File: src/rtl/sonar_sweep_ctrl.sv
// Sonar sweep controller: steps a servo across 8 positions,
// triggers one range measurement per position, reverses at the ends.
//
// Ports:
//   clock, reset        rising-edge clock, async active-high reset
//   ligar               level enable for sweeping
//   medida_pronto       measurement-complete pulse from ranging unit
//   largura[2:0]        registered servo position code
//   medir               one-cycle measurement trigger
//   posicao_valida      one-cycle strobe: measurement complete
//   timeout             one-cycle strobe: measurement timed out
//   fim_varredura       one-cycle strobe on direction reversal
//   estado_db[2:0]      current FSM state encoding
module sonar_sweep_ctrl #(
  parameter int unsigned DWELL_CYCLES   = 25000000,
  parameter int unsigned TIMEOUT_CYCLES = 2000000
) (
  input  logic       clock,
  input  logic       reset,
  input  logic       ligar,
  input  logic       medida_pronto,
  output logic [2:0] largura,
  output logic       medir,
  output logic       posicao_valida,
  output logic       timeout,
  output logic       fim_varredura,
  output logic [2:0] estado_db
);

  typedef enum logic [2:0] {
    INICIAL        = 3'd0,
    POSICIONA      = 3'd1,
    ESPERA_SERVO   = 3'd2,
    MEDE           = 3'd3,
    AGUARDA_MEDIDA = 3'd4,
    REGISTRA       = 3'd5,
    PROXIMA        = 3'd6
  } state_t;

  localparam logic [31:0] DWELL_LAST =
    32'(DWELL_CYCLES - 1);
  localparam logic [31:0] TO_LAST =
    32'(TIMEOUT_CYCLES - 1);

  state_t      state;
  logic [31:0] settle_cnt;
  logic [31:0] wait_cnt;
  logic        dir_up;

  assign estado_db = state;

  // Strobes are registered: each is set on the edge
  // that enters the state in which it must be seen.
  always_ff @(posedge clock or posedge reset) begin
    if (reset) begin
      state          <= INICIAL;
      largura        <= 3'd0;
      dir_up         <= 1'b1;
      settle_cnt     <= 32'd0;
      wait_cnt       <= 32'd0;
      medir          <= 1'b0;
      posicao_valida <= 1'b0;
      timeout        <= 1'b0;
      fim_varredura  <= 1'b0;
    end else begin
      medir          <= 1'b0;
      posicao_valida <= 1'b0;
      timeout        <= 1'b0;
      fim_varredura  <= 1'b0;
      case (state)
        INICIAL: begin
          if (ligar) state <= POSICIONA;
        end
        POSICIONA: begin
          settle_cnt <= 32'd0;
          state      <= ESPERA_SERVO;
        end
        ESPERA_SERVO: begin
          if (settle_cnt == DWELL_LAST) begin
            state <= MEDE;
            medir <= 1'b1;
          end else begin
            settle_cnt <= settle_cnt + 32'd1;
          end
        end
        MEDE: begin
          wait_cnt <= 32'd0;
          state    <= AGUARDA_MEDIDA;
        end
        AGUARDA_MEDIDA: begin
          // A reply on the last cycle still wins.
          if (medida_pronto) begin
            state          <= REGISTRA;
            posicao_valida <= 1'b1;
          end else if (wait_cnt == TO_LAST) begin
            state   <= REGISTRA;
            timeout <= 1'b1;
          end else begin
            wait_cnt <= wait_cnt + 32'd1;
          end
        end
        REGISTRA: begin
          state         <= PROXIMA;
          fim_varredura <= dir_up ? (largura == 3'd7)
                                  : (largura == 3'd0);
        end
        PROXIMA: begin
          if (dir_up) begin
            if (largura == 3'd7) begin
              largura <= 3'd6;
              dir_up  <= 1'b0;
            end else begin
              largura <= largura + 3'd1;
            end
          end else begin
            if (largura == 3'd0) begin
              largura <= 3'd1;
              dir_up  <= 1'b1;
            end else begin
              largura <= largura - 3'd1;
            end
          end
          state <= ligar ? POSICIONA : INICIAL;
        end
        default: state <= INICIAL;
      endcase
    end
  end

endmodule

File: config.mk
export PLATFORM = sky130hd
export DESIGN_NAME = sonar_sweep_ctrl
export DESIGN_NICKNAME = d
export VERILOG_FILES = /design/src/rtl/sonar_sweep_ctrl.sv
export SDC_FILE = /design/constraint.sdc
export NUM_CORES = 1
export LEC_CHECK = 0
export CORE_ASPECT_RATIO = 0.75
export CORE_UTILIZATION = 50
export DETAILED_ROUTE_END_ITERATION = 10
export PLACE_DENSITY_LB_ADDON = 0.3
export SLEW_MARGIN = 20
export SYNTH_ARGS = -nofsm -noshare
export SYNTH_HDL_FRONTEND = slang
export SYNTH_SLANG_ARGS = --single-unit
File: constraint.sdc
create_clock -name clock -period 5.8 [get_ports clock]
set_input_delay 0.58 -clock clock [delete_from_list [all_inputs] [get_ports clock]]
set_output_delay 0.58 -clock clock [all_outputs]
set_load 0.01 [all_outputs]
== Yosys cells after proc, flatten, opt, wreduce, memory -nomap -nowiden ==
Cells that the tools add are included.

* Add/sub/neg operators: 4
* Eq/ne operators: 15
* Multiplexer cells: 26
* Reduce and logical (&&, ||, !) cells: 7

{| class="wikitable"
|+ Operators by type and width
! cell !! count
|-
| 32-bit case mux with 2 select lines || 2
|-
| 32-bit 2-to-1 mux || 3
|-
| 32-bit by 1-bit adder with 32-bit output (second input constant) || 2
|-
| 32-bit by 21-bit equality test with 1-bit output (second input constant) || 1
|-
| 32-bit by 25-bit equality test with 1-bit output (second input constant) || 1
|-
| 3-bit 2-to-1 mux || 7
|-
| 3-bit case mux with 7 select lines || 1
|-
| 1-bit 2-to-1 mux || 13
|-
| 3-bit equality test (second input constant) || 4
|-
| 2-bit != test (second input constant) || 5
|-
| 3-bit by 2-bit equality test with 1-bit output (second input constant) || 2
|-
| 3-bit zero test || 2
|-
| 3-bit AND reduction || 2
|-
| 2-bit nonzero test || 2
|-
| 3-bit by 1-bit adder with 3-bit output (second input constant) || 1
|-
| 3-bit by 1-bit equality test with 1-bit output (second input constant) || 1
|-
| 3-bit != test (second input constant) || 1
|-
| 3-bit by 1-bit subtractor with 3-bit output (second input constant) || 1
|-
| 2-bit AND reduction || 1
|}

* Bits in registers: 75
* Bits of input ports: 4
* Output and inout bits: 10

== Depth between registers and ports, before layout ==
* Word-level depth: 4
* Mapped depth: 7

== Worst setup path after synthesis ==
No wires, ideal clock.

* Path type: reg-to-reg
* Start: register state[1] (netlist: estado_db[1])
* End: register wait_cnt[29]
* Library setup time: 0.122 ns
* Arrival time: 2.063 ns
* Data required time: 5.678 ns
* Path slack: 3.615 ns
* Stages on the path, launching flop included: 7
* Clock period less this slack: 2.185 ns
* Cell sequence: dfrtp_1 buf_2 or4b_4 nor4_4 or4b_1 nand3_1 o21ai_1

* Word-level cells in the longest chain between the ends: 3

{| class="wikitable"
|+ RTL lines
! element !! RTL line !! RTL
|-
| from (decl) || 45 || <nowiki>state_t state;</nowiki>
|-
| from (signal assigned) || 123 || <nowiki>state <= ligar ? POSICIONA : INICIAL;</nowiki>
|-
| 3-bit equality test or 3-bit by 2-bit equality test with 1-bit output (tied branches) || 70 || <nowiki>case (state)</nowiki>
|-
| 2-bit != test (no line) or 2-bit nonzero test (tied branches) || n/a ||
|-
| 3-bit AND reduction (no line) || n/a ||
|-
| to (signal assigned) || 99 || <nowiki>wait_cnt <= wait_cnt + 32'd1;</nowiki>
|-
| to (decl) || 47 || <nowiki>logic [31:0] wait_cnt;</nowiki>
|}

Several ways; a longest one is shown, not always the timed one.
A chain may end at the register's enable or synchronous reset.

== Worst setup path after layout ==
* Start: register state[1] (netlist: estado_db[1])
* End: register settle_cnt[30]

* Word-level cells in the longest chain between the ends: 3

{| class="wikitable"
|+ RTL lines
! element !! RTL line !! RTL
|-
| 3-bit by 2-bit equality test with 1-bit output or 3-bit by 1-bit equality test with 1-bit output (tied branches) || 70 ||
|-
| 2-bit != test (no line) or 2-bit nonzero test (tied branches) || n/a ||
|-
| 2-bit AND reduction (no line) || n/a ||
|-
| to (signal assigned) || 83 || <nowiki>settle_cnt <= settle_cnt + 32'd1;</nowiki>
|-
| to (decl) || 46 || <nowiki>logic [31:0] settle_cnt;</nowiki>
|}

Several ways; a longest one is shown, not always the timed one.

==> metrics.txt <==
Final nets 443; Buffers on Ports 13; Num CTS Buffers 9; Placed Instances 523; layout cell share with drive strength beyond 1 5.94%; Antenna Nets Post-Route 0; Yosys cell types 47; Die Footprint 8360 sq um; total grt overflow 0; Post-CTS Setup Inserts 0; fin util 58.9%; mux cell area share after synthesis around 5.0%; Core Footprint ~7500 sq um; CTS H-tree depth 3; CTS Hold Bufs 0; VDD IR max 0.311 mV; path category of the worst min-delay check reg -> reg; CTS Buffer Depth 2; Setup CP Type reg -> reg; Setup WS pre-CTS 2990 ps; Synth Area in Compound Gates 8.89%; Gate Count Post-Synth 424; CP Launch Type register; # DRC 0; antenna cells 0; Crit. End Element register; CTS Sinks 75; max-slew violations 0; CTS root buf clkbuf_8; Post-synth EDFFs 0; drt pass-1 iters 5; Die X-Extent roughly 110 microns; syn_nets 434; setup TNS 0 ps; routed vias ~3,300; I/O pin count 14; post-synthesis cell area between 3000 and 4000 sq um; sequential element share of the synthesized area 47.0%; PD cells roughly 330 nW/um^2; clk_lat worst skew approximately 350 ps; Arr. time, crit path 2700 ps; worst rel slew slack 28.3%; Cell Area, Placed 4200 sq um; overall power 1.46 mW; area grow syn2layout 11.1%; Final Hold Fails 0; Worst-Margin Slew around 1100 ps; Post-synth top flop dfrtp_1; status completed; largest net degree at the start of global routing between 70 and 80; Final setup viols 0; gpl congestion 0.862; Avg Vias per Cell 6.08; row cnt 27; syn_area_per_cell 9.43 sq um; total routed wirelength 8650 microns; initial drt markers 206; Leakage 1.87 nW; die height just under 80 microns; All-Layer GR Usage 22.7%; min Tclk post-route roughly 2500 ps; commonest non-fill, non-tap cell in the layout dfrtp_1; Post-CTS Resized 0; initial antenna violation count 0; final worst setup slack 3330 ps; WP data required 6030 ps; first-pass GRT wire length 14,900 microns; Tcrit/Tclk final a little over two fifths; hpwl dp 5900 microns; simple-gate portion of the synthesized area 30.4%; TritonCTS clock tree yes; main combinational cell family by area after synthesis simple AND/OR/NAND/NOR gates; clk_skew 10.4 ps; register bit count reported by yosys 75; Synth Warn # 0; top achievable clock speed 0.405 GHz; Max FO, Critical Path 13; async set or reset register ratio after synthesis 100%; DR WL/cell approximately 16 microns; hold slack 475 ps; maxcap violations 0; RSZ-0062 raised after global routing false; commonest non-fill, non-tap cells in the layout dfrtp_1 (74), nand2_1 (50), nand3_1 (34), nor2_1 (32), nand4_1 (28); post-route non-filler standard cell count about 540; vias in the first global route around 3,000; Fillers 618; post-synthesis xor/xnor area fraction 4.16%; Reg2Reg Setup Slack 3330 ps; Synth Area in Adders 1.88%; Initial Utilization between 50% and 60%; Final Instance Area 4440 sq um; CTS clk-pin slew, worst paths 80 ps
==> worst max-delay path, cell delays in order, from the launching register on <==
cell and delay (ps):
dfrtp_1 600, or3b_1 500, nor4_2 810, nand4_1 220, nand3_1 130, o21ai_1 90
==> synth_stat cells, types with 2 or more instances <==
cell type | instances | area share (%)
inv_1 | 12 | 1.1
nor2_1 | 32 | 3.0
buf_2 | 3 | 0.38
nor4b_1 | 2 | 0.44
xor2_1 | 12 | 2.6
or4b_1 | 2 | 0.50
a31oi_1 | 4 | 0.63
ha_1 | 6 | 1.9
nor3b_1 | 2 | 0.38
nor4_1 | 5 | 0.78
o31ai_1 | 6 | 1.1
nor4_2 | 5 | 1.6
and3_1 | 9 | 1.4
o21ai_0 | 4 | 0.50
mux2i_1 | 20 | 5.0
nand2b_1 | 4 | 0.63
a211oi_1 | 2 | 0.38
a21oi_1 | 13 | 1.6
o21ai_1 | 15 | 1.9
or3_1 | 6 | 0.94
and4_1 | 9 | 2.0
nand4_1 | 28 | 4.4
nand2_1 | 50 | 4.7
o22ai_1 | 3 | 0.47
nand3_1 | 34 | 4.3
clkbuf_1 | 13 | 1.2
dfrtp_1 | 74 | 46
xnor2_1 | 7 | 1.5
nand3b_1 | 2 | 0.38
o211ai_1 | 6 | 1.1
and2_1 | 5 | 0.78
nor3_1 | 13 | 1.6
nor4bb_1 | 2 | 0.50
==> sequential cells by signal, indices dropped and copies added (netlist names) <==
register        flops
largura             3
wait_cnt           32
timeout             1
medir               1
posicao_valida      1
dir_up              1
fim_varredura       1
estado_db           3
settle_cnt         32
==> layer usage <==
| metal | vias to the layer above | global-route usage [%] | wire length [microns] |
|---|---|---|---|
| li1 | 1581 | - | - |
| met1 | 1608 | 34.3 | 4570 |
| met2 | 81 | 32.4 | 3600 |
| met3 | 8 | 4.82 | 402 |
| met4 | 0 | 6.76 | 76 |
| met5 | - | 0 | 0 |
==> final cells by class <==
type | instances | area, sq um | share of cell area (%)
Tap cell | 101 | 126 | 2.85
Timing Repair Buffer | 14 | 138 | 3.10
Clock buffer | 12 | 145 | 3.27
Inverter | 12 | 45.0 | 1.01
Clock inverter | 4 | 97.6 | 2.20
Sequential cell | 75 | 1880 | 42.3
Multi-Input combinational cell | 321 | 2010 | 45.3
==> report_power, final <==
part / leakage (nW) / switching [mW] / internal [mW]
combinational: 0.726 / 0.174 / 0.120
clock: 0.117 / 0.195 / 0.298
sequential: 1.03 / 0.0935 / 0.575
total: 1.87 / 0.462 / 0.993
==> path summary, 6_finish.rpt <==
path | start | end | cells after the start
min in group asynchronous | reset | posicao_valida$_DFF_PP0_ | 3
worst min register to register | settle_cnt[31]$_DFFE_PP0P_ | settle_cnt[31]$_DFFE_PP0P_ | 1
worst max-delay path | estado_db[1]$_DFFE_PP0P_ | settle_cnt[30]$_DFFE_PP0P_ | 5
worst max register to register | estado_db[1]$_DFFE_PP0P_ | settle_cnt[30]$_DFFE_PP0P_ | 5
worst min-delay path | settle_cnt[31]$_DFFE_PP0P_ | settle_cnt[31]$_DFFE_PP0P_ | 1
max in group asynchronous | reset | wait_cnt[22]$_DFFE_PP0P_ | 3
==> logic make-up (layout without fill, tap and decap cells) <==
logic type,after synthesis,count (layout)
and+or+nand+nor,218,218
DFF,75,75
AOI/OAI and AO/OA,58,58
buffers and inverters,28,42
muxes,20,20
xor gates and xnor gates,19,19
adders and majority gates,6,6
Note: power is estimated with default switching activity, not from simulation.
